--- src/rtl/hex_display_scanner.sv ---
// Multiplexed hex driver for NDIGITS common-anode seven-segment digits on one segment bus.
// New values are committed only at frame boundaries (or while the scan is idle), so a frame never shows a torn value.
module hex_display_scanner #(
  parameter int NDIGITS       = 4,
  parameter int DIV_WIDTH     = 16,
  parameter int AN_ACTIVE_LOW = 1
) (
  input  logic                 Clock,
  input  logic                 Resetn,
  input  logic [4*NDIGITS-1:0] Value,
  input  logic [NDIGITS-1:0]   DP,
  input  logic                 Load,
  input  logic                 En,
  input  logic                 Blank_lz,
  output logic                 Ack,
  output logic [NDIGITS-1:0]   Anode,
  output logic [6:0]           Seg,
  output logic                 Dp_out
);

  localparam int                 IW     = (NDIGITS > 1) ? $clog2(NDIGITS) : 1;
  localparam logic [IW-1:0]      LAST   = IW'(NDIGITS - 1);
  localparam logic [NDIGITS-1:0] AN_OFF = {NDIGITS{AN_ACTIVE_LOW != 0}};

  // Table is written a..g left to right, i.e. segment a is the MSB of the literal.
  function automatic logic [6:0] decode_ag(input logic [3:0] n);
    case (n)
      4'h0: decode_ag = 7'b0000001;
      4'h1: decode_ag = 7'b1001111;
      4'h2: decode_ag = 7'b0010010;
      4'h3: decode_ag = 7'b0000110;
      4'h4: decode_ag = 7'b1001100;
      4'h5: decode_ag = 7'b0100100;
      4'h6: decode_ag = 7'b0100000;
      4'h7: decode_ag = 7'b0001111;
      4'h8: decode_ag = 7'b0000000;
      4'h9: decode_ag = 7'b0001100;
      4'hA: decode_ag = 7'b0001000;
      4'hB: decode_ag = 7'b1100000;
      4'hC: decode_ag = 7'b0110001;
      4'hD: decode_ag = 7'b1000010;
      4'hE: decode_ag = 7'b0110000;
      default: decode_ag = 7'b0111000;
    endcase
  endfunction

  logic [DIV_WIDTH-1:0]    presc;
  logic [IW-1:0]           idx;
  logic [NDIGITS-1:0][3:0] shadow, staged;
  logic [NDIGITS-1:0]      shadow_dp, staged_dp;
  logic                    pending;
  logic                    tick, frame, commit;
  logic [3:0]              nib;
  logic [6:0]              seg_ag, seg_dec;
  logic                    upper_zero, blank;
  logic [NDIGITS-1:0]      onehot;

  assign tick   = En & (&presc);
  assign frame  = tick & (idx == LAST);
  // Idle (En=0) counts as a boundary: nothing is on screen, so nothing can tear.
  assign commit = (pending | Load) & (~En | frame);

  always_ff @(posedge Clock or negedge Resetn) begin
    if (!Resetn) begin
      presc <= '0;
      idx   <= '0;
    end else if (En) begin
      presc <= presc + 1'b1;
      if (tick) idx <= (idx == LAST) ? '0 : idx + 1'b1;
    end
  end

  always_ff @(posedge Clock or negedge Resetn) begin
    if (!Resetn) begin
      shadow    <= '0;
      shadow_dp <= '0;
      staged    <= '0;
      staged_dp <= '0;
      pending   <= 1'b0;
      Ack       <= 1'b0;
    end else begin
      Ack <= commit;
      if (commit) begin
        shadow    <= Load ? Value : staged;
        shadow_dp <= Load ? DP : staged_dp;
        pending   <= 1'b0;
      end else if (Load) begin
        staged    <= Value;
        staged_dp <= DP;
        pending   <= 1'b1;
      end
    end
  end

  always_comb begin
    nib    = shadow[idx];
    seg_ag = decode_ag(nib);
    seg_dec = '1;
    for (int b = 0; b < 7; b++) seg_dec[b] = seg_ag[6-b];
    upper_zero = 1'b1;
    for (int i = 0; i < NDIGITS; i++)
      if (i >= int'(idx) && shadow[i] != 4'h0) upper_zero = 1'b0;
    blank  = Blank_lz & (idx != '0) & upper_zero;
    onehot = '0;
    onehot[idx] = 1'b1;
  end

  // Anode, Seg and Dp_out share one register stage so they always switch together.
  always_ff @(posedge Clock or negedge Resetn) begin
    if (!Resetn) begin
      Anode  <= AN_OFF;
      Seg    <= 7'h7F;
      Dp_out <= 1'b1;
    end else if (!En) begin
      Anode  <= AN_OFF;
      Seg    <= 7'h7F;
      Dp_out <= 1'b1;
    end else begin
      Anode  <= onehot ^ AN_OFF;
      Seg    <= blank ? 7'h7F : seg_dec;
      Dp_out <= ~shadow_dp[idx];
    end
  end

endmodule

--- config.mk ---
export PLATFORM = sky130hd
export DESIGN_NAME = hex_display_scanner
export DESIGN_NICKNAME = d
export VERILOG_FILES = /design/src/rtl/hex_display_scanner.sv
export SDC_FILE = /design/constraint.sdc
export NUM_CORES = 1
export LEC_CHECK = 0
export BUFFER_PORTS_ARGS = -buffer_cell sky130_fd_sc_hd__buf_2
export CORE_ASPECT_RATIO = 0.6
export CORE_UTILIZATION = 38
export DETAILED_ROUTE_END_ITERATION = 16
export PLACE_DENSITY = 0.65
export SLEW_MARGIN = 20
export SYNTH_ARGS = -nofsm -noshare
export SYNTH_HDL_FRONTEND = slang
export SYNTH_SLANG_ARGS = --single-unit
export TNS_END_PERCENT = 1
--- constraint.sdc ---
create_clock -name Clock -period 2.4 [get_ports Clock]
set_input_delay 0.24 -clock Clock [delete_from_list [all_inputs] [get_ports Clock]]
set_output_delay 0.24 -clock Clock [all_outputs]
set_load 0.005 [all_outputs]
After elaboration in Yosys (flattened, before gate mapping). Memory sizes are Yosys's and may differ from the RTL's. Index checks and enable logic that the tools add are counted.

Add/sub/neg operators: 2. Multiply operators: 0. Divide/modulo/power cells: 0. Order comparisons: 5. Equal/unequal tests: 1. Shift operators: 0. Multiplexer cells: 19. Bitwise gates (word level): 10. Reductions and logical operators: 12.

Operator list (count): $add A16 B1 Y16 const B (1); $mux W16 (1); $reduce_and A16 Y1 (1); $reduce_bool A4 Y1 (4); $mux W7 (2); $mux W4 (3); $mux W1 (9); $bmux W4 S2 (1); $and A1 B1 Y1 (5); $ge A1 B2 Y1 const A (2); $logic_and A1 B1 Y1 (4); $not A4 Y4 (1); $reduce_bool A2 Y1 (2); $lt A2 B3 Y1 const B (1); $add A2 B1 Y2 const B (1); $bmux W1 S2 (1); $demux W1 S2 (1); $eq A2 B2 Y1 const B (1); $ge A2 B1 Y1 const B (1); $ge A2 B2 Y1 const A (1); $mux W2 (1); $not A1 Y1 (2); $or A1 B1 Y1 (2); $reduce_and A2 Y1 (1).

Flip-flop bits (word level): 72. Latch bits: 0. RAM bits: 0. Bits in read-only memories: 112. Bits of input ports: 25. Output and inout bits: 13. Logic and storage cells: 67. Memories: 1.

Memories: (no name shown) (depth 16, bits a word 7, read ports 1, clocked after Yosys merged registers in 0, write ports 0, line 27) `case (n)`.

Longest topological paths before layout.
Depth in word-level cells: 9. Mapped depth: 7. Mapped depth without buffers: 6.

Worst setup path after synthesis. OpenSTA, ideal clock, no wires.

Path kind: flip-flop to flip-flop. From: register idx[0]. To: register Seg[3]. Library setup time: 0.087 ns. Arrival time: 1.894 ns. Data required time: 2.313 ns. Slack: 0.419 ns. Cell stages (with the launch flop): 7. Path buffers: 1. Clock period less this slack: 1.981 ns. Path through: dfrtp_1 -> buf_6 -> mux4_1 -> inv_1 -> ha_1 -> o32ai_1 -> o21ai_1.

Word-level cells in the longest chain between the ends: 9. Elaborated cells between the ends (all ways): 18. Those cells by class: order compare (3); mux (8); bitwise (2); reduce/logical (4); memory (1).

Ends and longest elaborated chain: from (decl) (line 48) `logic [IW-1:0] idx;`; from (signal assigned) (line 69) `if (tick) idx <= (idx == LAST) ? '0 : idx + 1'b1;`; $ge A1 B2 Y1 (line 102) `if (i >= int'(idx) && shadow[i] != 4'h0) upper_zero = 1'b0;`; $logic_and A1 B1 Y1 (line 102); $mux W1 (4 in a row) (line 102); $and A1 B1 Y1 (line 103) `blank = Blank_lz & (idx != '0) & upper_zero;`; $mux W7 (*) (line 120) `Seg <= blank ? 7'h7F : seg_dec;`; $mux W7 (*) (line 114) `end else if (!En) begin`; to (signal assigned) (line 120); to (decl) (line 17) `output logic [6:0] Seg,`.

Mark *: on every way between the ends. The rest lies on a longest branch, timed or not. The select of a mux whose other input is x is not followed. A chain may end at the register's enable or synchronous reset.

Worst setup path in the final report.
From: register idx[0]. To: register shadow[5] in the netlist's numbering.

Word-level cells in the longest chain between the ends: 4.

Ends and longest elaborated chain: $eq A2 B2 Y1 (line 59) `assign frame = tick & (idx == LAST);`; $and A1 B1 Y1 (line 59); $or A1 B1 Y1 (line 61) `assign commit = (pending | Load) & (~En | frame);`; $and A1 B1 Y1 (line 61); to (signal assigned) (line 84) `shadow <= Load ? Value : staged;`; to (decl) (line 49) `logic [NDIGITS-1:0][3:0] shadow, staged;`.

No other way between the ends.

==> impl_metrics.prom <==
# TYPE chip_impl_metric gauge
chip_impl_info{name="tritoncts",value="done"} 1
chip_impl_metric{name="synth_sequential_area_ratio",unit="%"} 47.9
chip_impl_info{name="worstSetupStartpoint",value="idx[0]$_DFFE_PN0P_"} 1
chip_impl_metric{name="postSynthCellCount",unit=""} 333
chip_impl_metric{name="critical_path.n_buffers_inverters",unit=""} 0
chip_impl_info{name="critical_path.cell_chain",value="ha_1 > and3_1 > nand3_2 > o21a_1 > a222oi_1"} 1
chip_impl_info{name="synth.most_common_cell",value="dfrtp_1"} 1
chip_impl_metric{name="finalNetCount",unit=""} 408
chip_impl_info{name="rsz0062_at_grt",value="false"} 1
chip_impl_metric{name="timing_worst_slew_pin_value",unit="ns"} 0.876
chip_impl_info{name="cts_root_buffer",value="clkbuf_16"} 1
chip_impl_metric{name="buffer_ports.inserted",unit=""} 37
chip_impl_metric{name="grt_pass1_vias",unit=""} 2795
chip_impl_metric{name="cts.reportedPaths.clkPinSlew",unit="ns"} 0.05
chip_impl_metric{name="std_cell_rows",unit=""} 27
chip_impl_metric{name="min_delay_path_depth",unit=""} 2
chip_impl_metric{name="detail_route.first_pass.iterations",unit=""} 7
chip_impl_metric{name="synth_cell_type_count",unit=""} 43
chip_impl_metric{name="start_util",unit="%"} 40.2
chip_impl_metric{name="cts_num_sinks",unit=""} 72
chip_impl_metric{name="grt_start_max_net_pins",unit=""} 73
chip_impl_info{name="timing.critical_path.to",value="shadow[5]$_DFFE_PN0P_"} 1
chip_impl_metric{name="viasPerCell",unit=""} 5.72
chip_impl_info{name="setup.worst_path.start_class",value="register"} 1
chip_impl_metric{name="grt_first_pass_wirelength",unit="mm"} 14.8
chip_impl_metric{name="finalSetupTns",unit="ns"} 0
chip_impl_metric{name="path_max_fanout",unit=""} 22
chip_impl_metric{name="maxClockFrequency",unit="GHz"} 0.457
chip_impl_metric{name="ys_ff_latch",unit=""} 72
chip_impl_metric{name="post-synth-top-area-fraction",unit="%"} 39.6
chip_impl_metric{name="clk_latency",unit="ns"} 0.33
chip_impl_metric{name="synth-async-reset-ratio",unit="%"} 100
chip_impl_metric{name="num_vias",unit=""} 2899
chip_impl_metric{name="max_slew_margin",unit="%"} 41.6
chip_impl_metric{name="post_cts_resize_count",unit=""} 0
chip_impl_metric{name="gpl.final_weighted_congestion",unit=""} 0.835
chip_impl_metric{name="final_layout_size_suffix_gt1_share",unit="%"} 22.8
chip_impl_metric{name="htree_levels",unit=""} 3
chip_impl_metric{name="r2r_cells",unit=""} 5
chip_impl_metric{name="drt-initial-drc-count",unit=""} 280
chip_impl_info{name="worstHoldPathType",value="primary input to register"} 1
chip_impl_metric{name="syn_avg_cell_area",unit="um2"} 11.4
chip_impl_metric{name="area_growth_syn_to_layout",unit="%"} 16.8
chip_impl_metric{name="synth.yosys.warnings",unit=""} 0
chip_impl_metric{name="die_height",unit="um"} 79.4
chip_impl_metric{name="finalClockSkew",unit="ns"} 0.00751
chip_impl_metric{name="finalHoldViolCount",unit=""} 0
chip_impl_metric{name="cts-root-to-sink-buffers",unit=""} 2
chip_impl_metric{name="antenna_found_initial",unit=""} 0
chip_impl_info{name="timing.rr.end",value="shadow[5]$_DFFE_PN0P_"} 1
chip_impl_metric{name="rrSetupSlack",unit="ns"} 0.21
chip_impl_info{name="post-synth-top-area-cell",value="dfrtp_1"} 1
chip_impl_metric{name="total_leakage_power",unit="nW"} 2.05
chip_impl_metric{name="critical_path_depth",unit=""} 5
chip_impl_metric{name="cpPeakStageDelay",unit="ns"} 0.51
chip_impl_metric{name="ir_worst_vdd",unit="V"} 0.000401
chip_impl_metric{name="power.density_cell_area",unit="mW/mm2"} 814
chip_impl_info{name="postSynth.topFlopCell",value="dfrtp_1"} 1
chip_impl_metric{name="n_antenna_cell",unit=""} 0
chip_impl_metric{name="route.antenna.remaining_nets",unit=""} 0
chip_impl_metric{name="fin_crit_sh",unit="%"} 91.2
chip_impl_metric{name="setup_violations",unit=""} 0
chip_impl_metric{name="post_synth_instance_area",unit="mm2"} 0.00379
chip_impl_metric{name="io-pin-count",unit=""} 38
chip_impl_metric{name="synth_enable_flop_cells",unit=""} 0
chip_impl_metric{name="timing_max_transition_violations_final",unit=""} 0
chip_impl_metric{name="post-dp-hpwl",unit="mm"} 6.06
chip_impl_info{name="r2r-start",value="idx[0]$_DFFE_PN0P_"} 1
chip_impl_info{name="critPathTopFamily",value="compound AO/OA/AOI/OAI gates"} 1
chip_impl_metric{name="global_route_total_overflow",unit=""} 0
chip_impl_metric{name="mappedNetlistNets",unit=""} 369
chip_impl_info{name="netlist_top_cells_area",value="dfrtp_1 (40%), dfstp_2 (8.3%), mux2_1 (6.5%)"} 1
chip_impl_info{name="critical_path_class",value="register to register"} 1
chip_impl_info{name="run_status",value="finished, final reports clean"} 1
chip_impl_info{name="synth_common_cells",value="dfrtp_1 (60), inv_1 (50), mux2_1 (22)"} 1
chip_impl_metric{name="die_area",unit="mm2"} 0.0104
chip_impl_metric{name="routedWlPerCell",unit="um"} 17.4
chip_impl_metric{name="globalRouteTotalUtil",unit="%"} 19.0
chip_impl_info{name="endpoint_kind",value="register"} 1
chip_impl_metric{name="floorplan.core_area",unit="mm2"} 0.00943
chip_impl_metric{name="final.hold.worst_slack",unit="ns"} 0.139
chip_impl_metric{name="worstPathRequired",unit="ns"} 2.60
chip_impl_metric{name="arrival",unit="ns"} 2.39
chip_impl_metric{name="cts_made_buffers",unit=""} 9
chip_impl_metric{name="n_fill_cell",unit=""} 851
chip_impl_metric{name="postRouteWirelength",unit="mm"} 8.85
chip_impl_metric{name="remaining_drc_errors",unit=""} 0
chip_impl_metric{name="final_period_minus_worst_setup_slack",unit="ns"} 2.19
chip_impl_info{name="cp_max_delay_cell",value="a222oi_1"} 1
chip_impl_metric{name="die-width",unit="um"} 131
chip_impl_metric{name="max_cap_viol_count",unit=""} 0
==> registers in the layout, summed over array words and instances (netlist names) <==
register,flops
Dp_out,1
pending,1
presc,16
Ack,1
staged,16
idx,2
shadow_dp,4
Anode,4
shadow,16
Seg,7
staged_dp,4
==> routing by layer <==
metal | part of all wire, % | vias up | global-route usage (%)
met2 | 41 | 119 | 24.8
li1 | - | 1318 | -
met1 | 50 | 1449 | 29.1
met5 | 0 | - | 0
met3 | 7.3 | 13 | 5.56
met4 | 1.4 | 0 | 6.32
==> cell type report <==
class,instances,area (um2),area share [%]
multi-input cells,187,1660,37.4
flip-flops and latches,72,1820,41.0
repair buffers,52,313,7.07
clock buffers,12,246,5.57
well taps,130,163,3.67
inverters,50,188,4.24
clock inverters,4,45.0,1.02
==> power by group <==
| part | internal, W | switching (W) |
|---|---|---|
| registers | 0.00144 | 0.000177 |
| logic | 0.000335 | 0.000343 |
| clock network | 0.000828 | 0.000485 |
| total | 0.00260 | 0.00100 |
==> worst register-to-register path: cells and delay by family (launching register included) <==
kind | cells | cell delay (ns)
AO/OA/AOI/OAI | 2 | 1.02
adder cells (fa/ha/maj) | 1 | 0.25
flip-flops | 1 | 0.45
AND/OR/NAND/NOR | 2 | 0.33
==> placed cells by master, fill, tap and decap left out, types with 10 or more instances in the layout <==
cell | Yosys | routed
ha_1 | 11 | 11
dfrtp_1 | 60 | 60
nor2_1 | 10 | 10
dfstp_2 | 12 | 12
buf_4 | 1 | 13
a2bb2oi_1 | 20 | 20
nand2_1 | 12 | 12
mux2_1 | 22 | 22
buf_2 | 6 | 37
inv_1 | 50 | 50
a222oi_1 | 20 | 20
o41ai_1 | 20 | 20
==> timing repair <==
action                                 4_1_cts  5_1_grt
buffers inserted                             0        0
endpoints found under the hold margin       60        0
hold buffers                                 1        0
==> through the flow <==
| stage | cell area [um2] | util [%] | std cells | worst slack, ns | total power (W) |
|---|---|---|---|---|---|
| 2_1_floorplan | 3790 | - | 333 | 0.419 | 0.00207 |
| 3_3_place_gp | 4130 | 43.8 | 490 | 0.338 | 0.00226 |
| 3_5_place_dp | 4130 | 43.8 | 490 | 0.225 | 0.00230 |
| 4_1_cts | 4430 | 47.0 | 507 | 0.234 | 0.00363 |
| 5_1_grt | 4430 | 47.0 | 507 | 0.0895 | 0.00379 |
| 6_report | 4430 | 47.0 | 507 | 0.211 | 0.00360 |
==> worst min path at each step <==
stage,startpoint,end,slack [ns]
finish,Value[14],staged[14]$_DFFE_PN0N_,0.14
floorplan,Resetn,Ack$_DFF_PN0_,-0.06
global route,Value[14],staged[14]$_DFFE_PN0N_,0.13
global placement,Resetn,presc[4]$_DFFE_PN0P_,0.30
detailed placement,Resetn,presc[5]$_DFFE_PN0P_,0.29
CTS,Value[5],staged[5]$_DFFE_PN0N_,0.13
==> logic make-up (layout without fill, tap and decap cells) <==
kind of cell | count (synthesis) | in the layout | share of synthesized area (%)
flip-flops | 72 | 72 | 47.9
XOR/XNOR | 15 | 15 | 3.47
AO/OA/AOI/OAI | 78 | 78 | 18.1
AND/OR/NAND/NOR | 53 | 53 | 7.62
buffers and inverters | 74 | 118 | 8.61
multiplexers | 30 | 30 | 10.6
adder cells (fa/ha/maj) | 11 | 11 | 3.63
No activity file was read; power rests on OpenSTA's default activity.
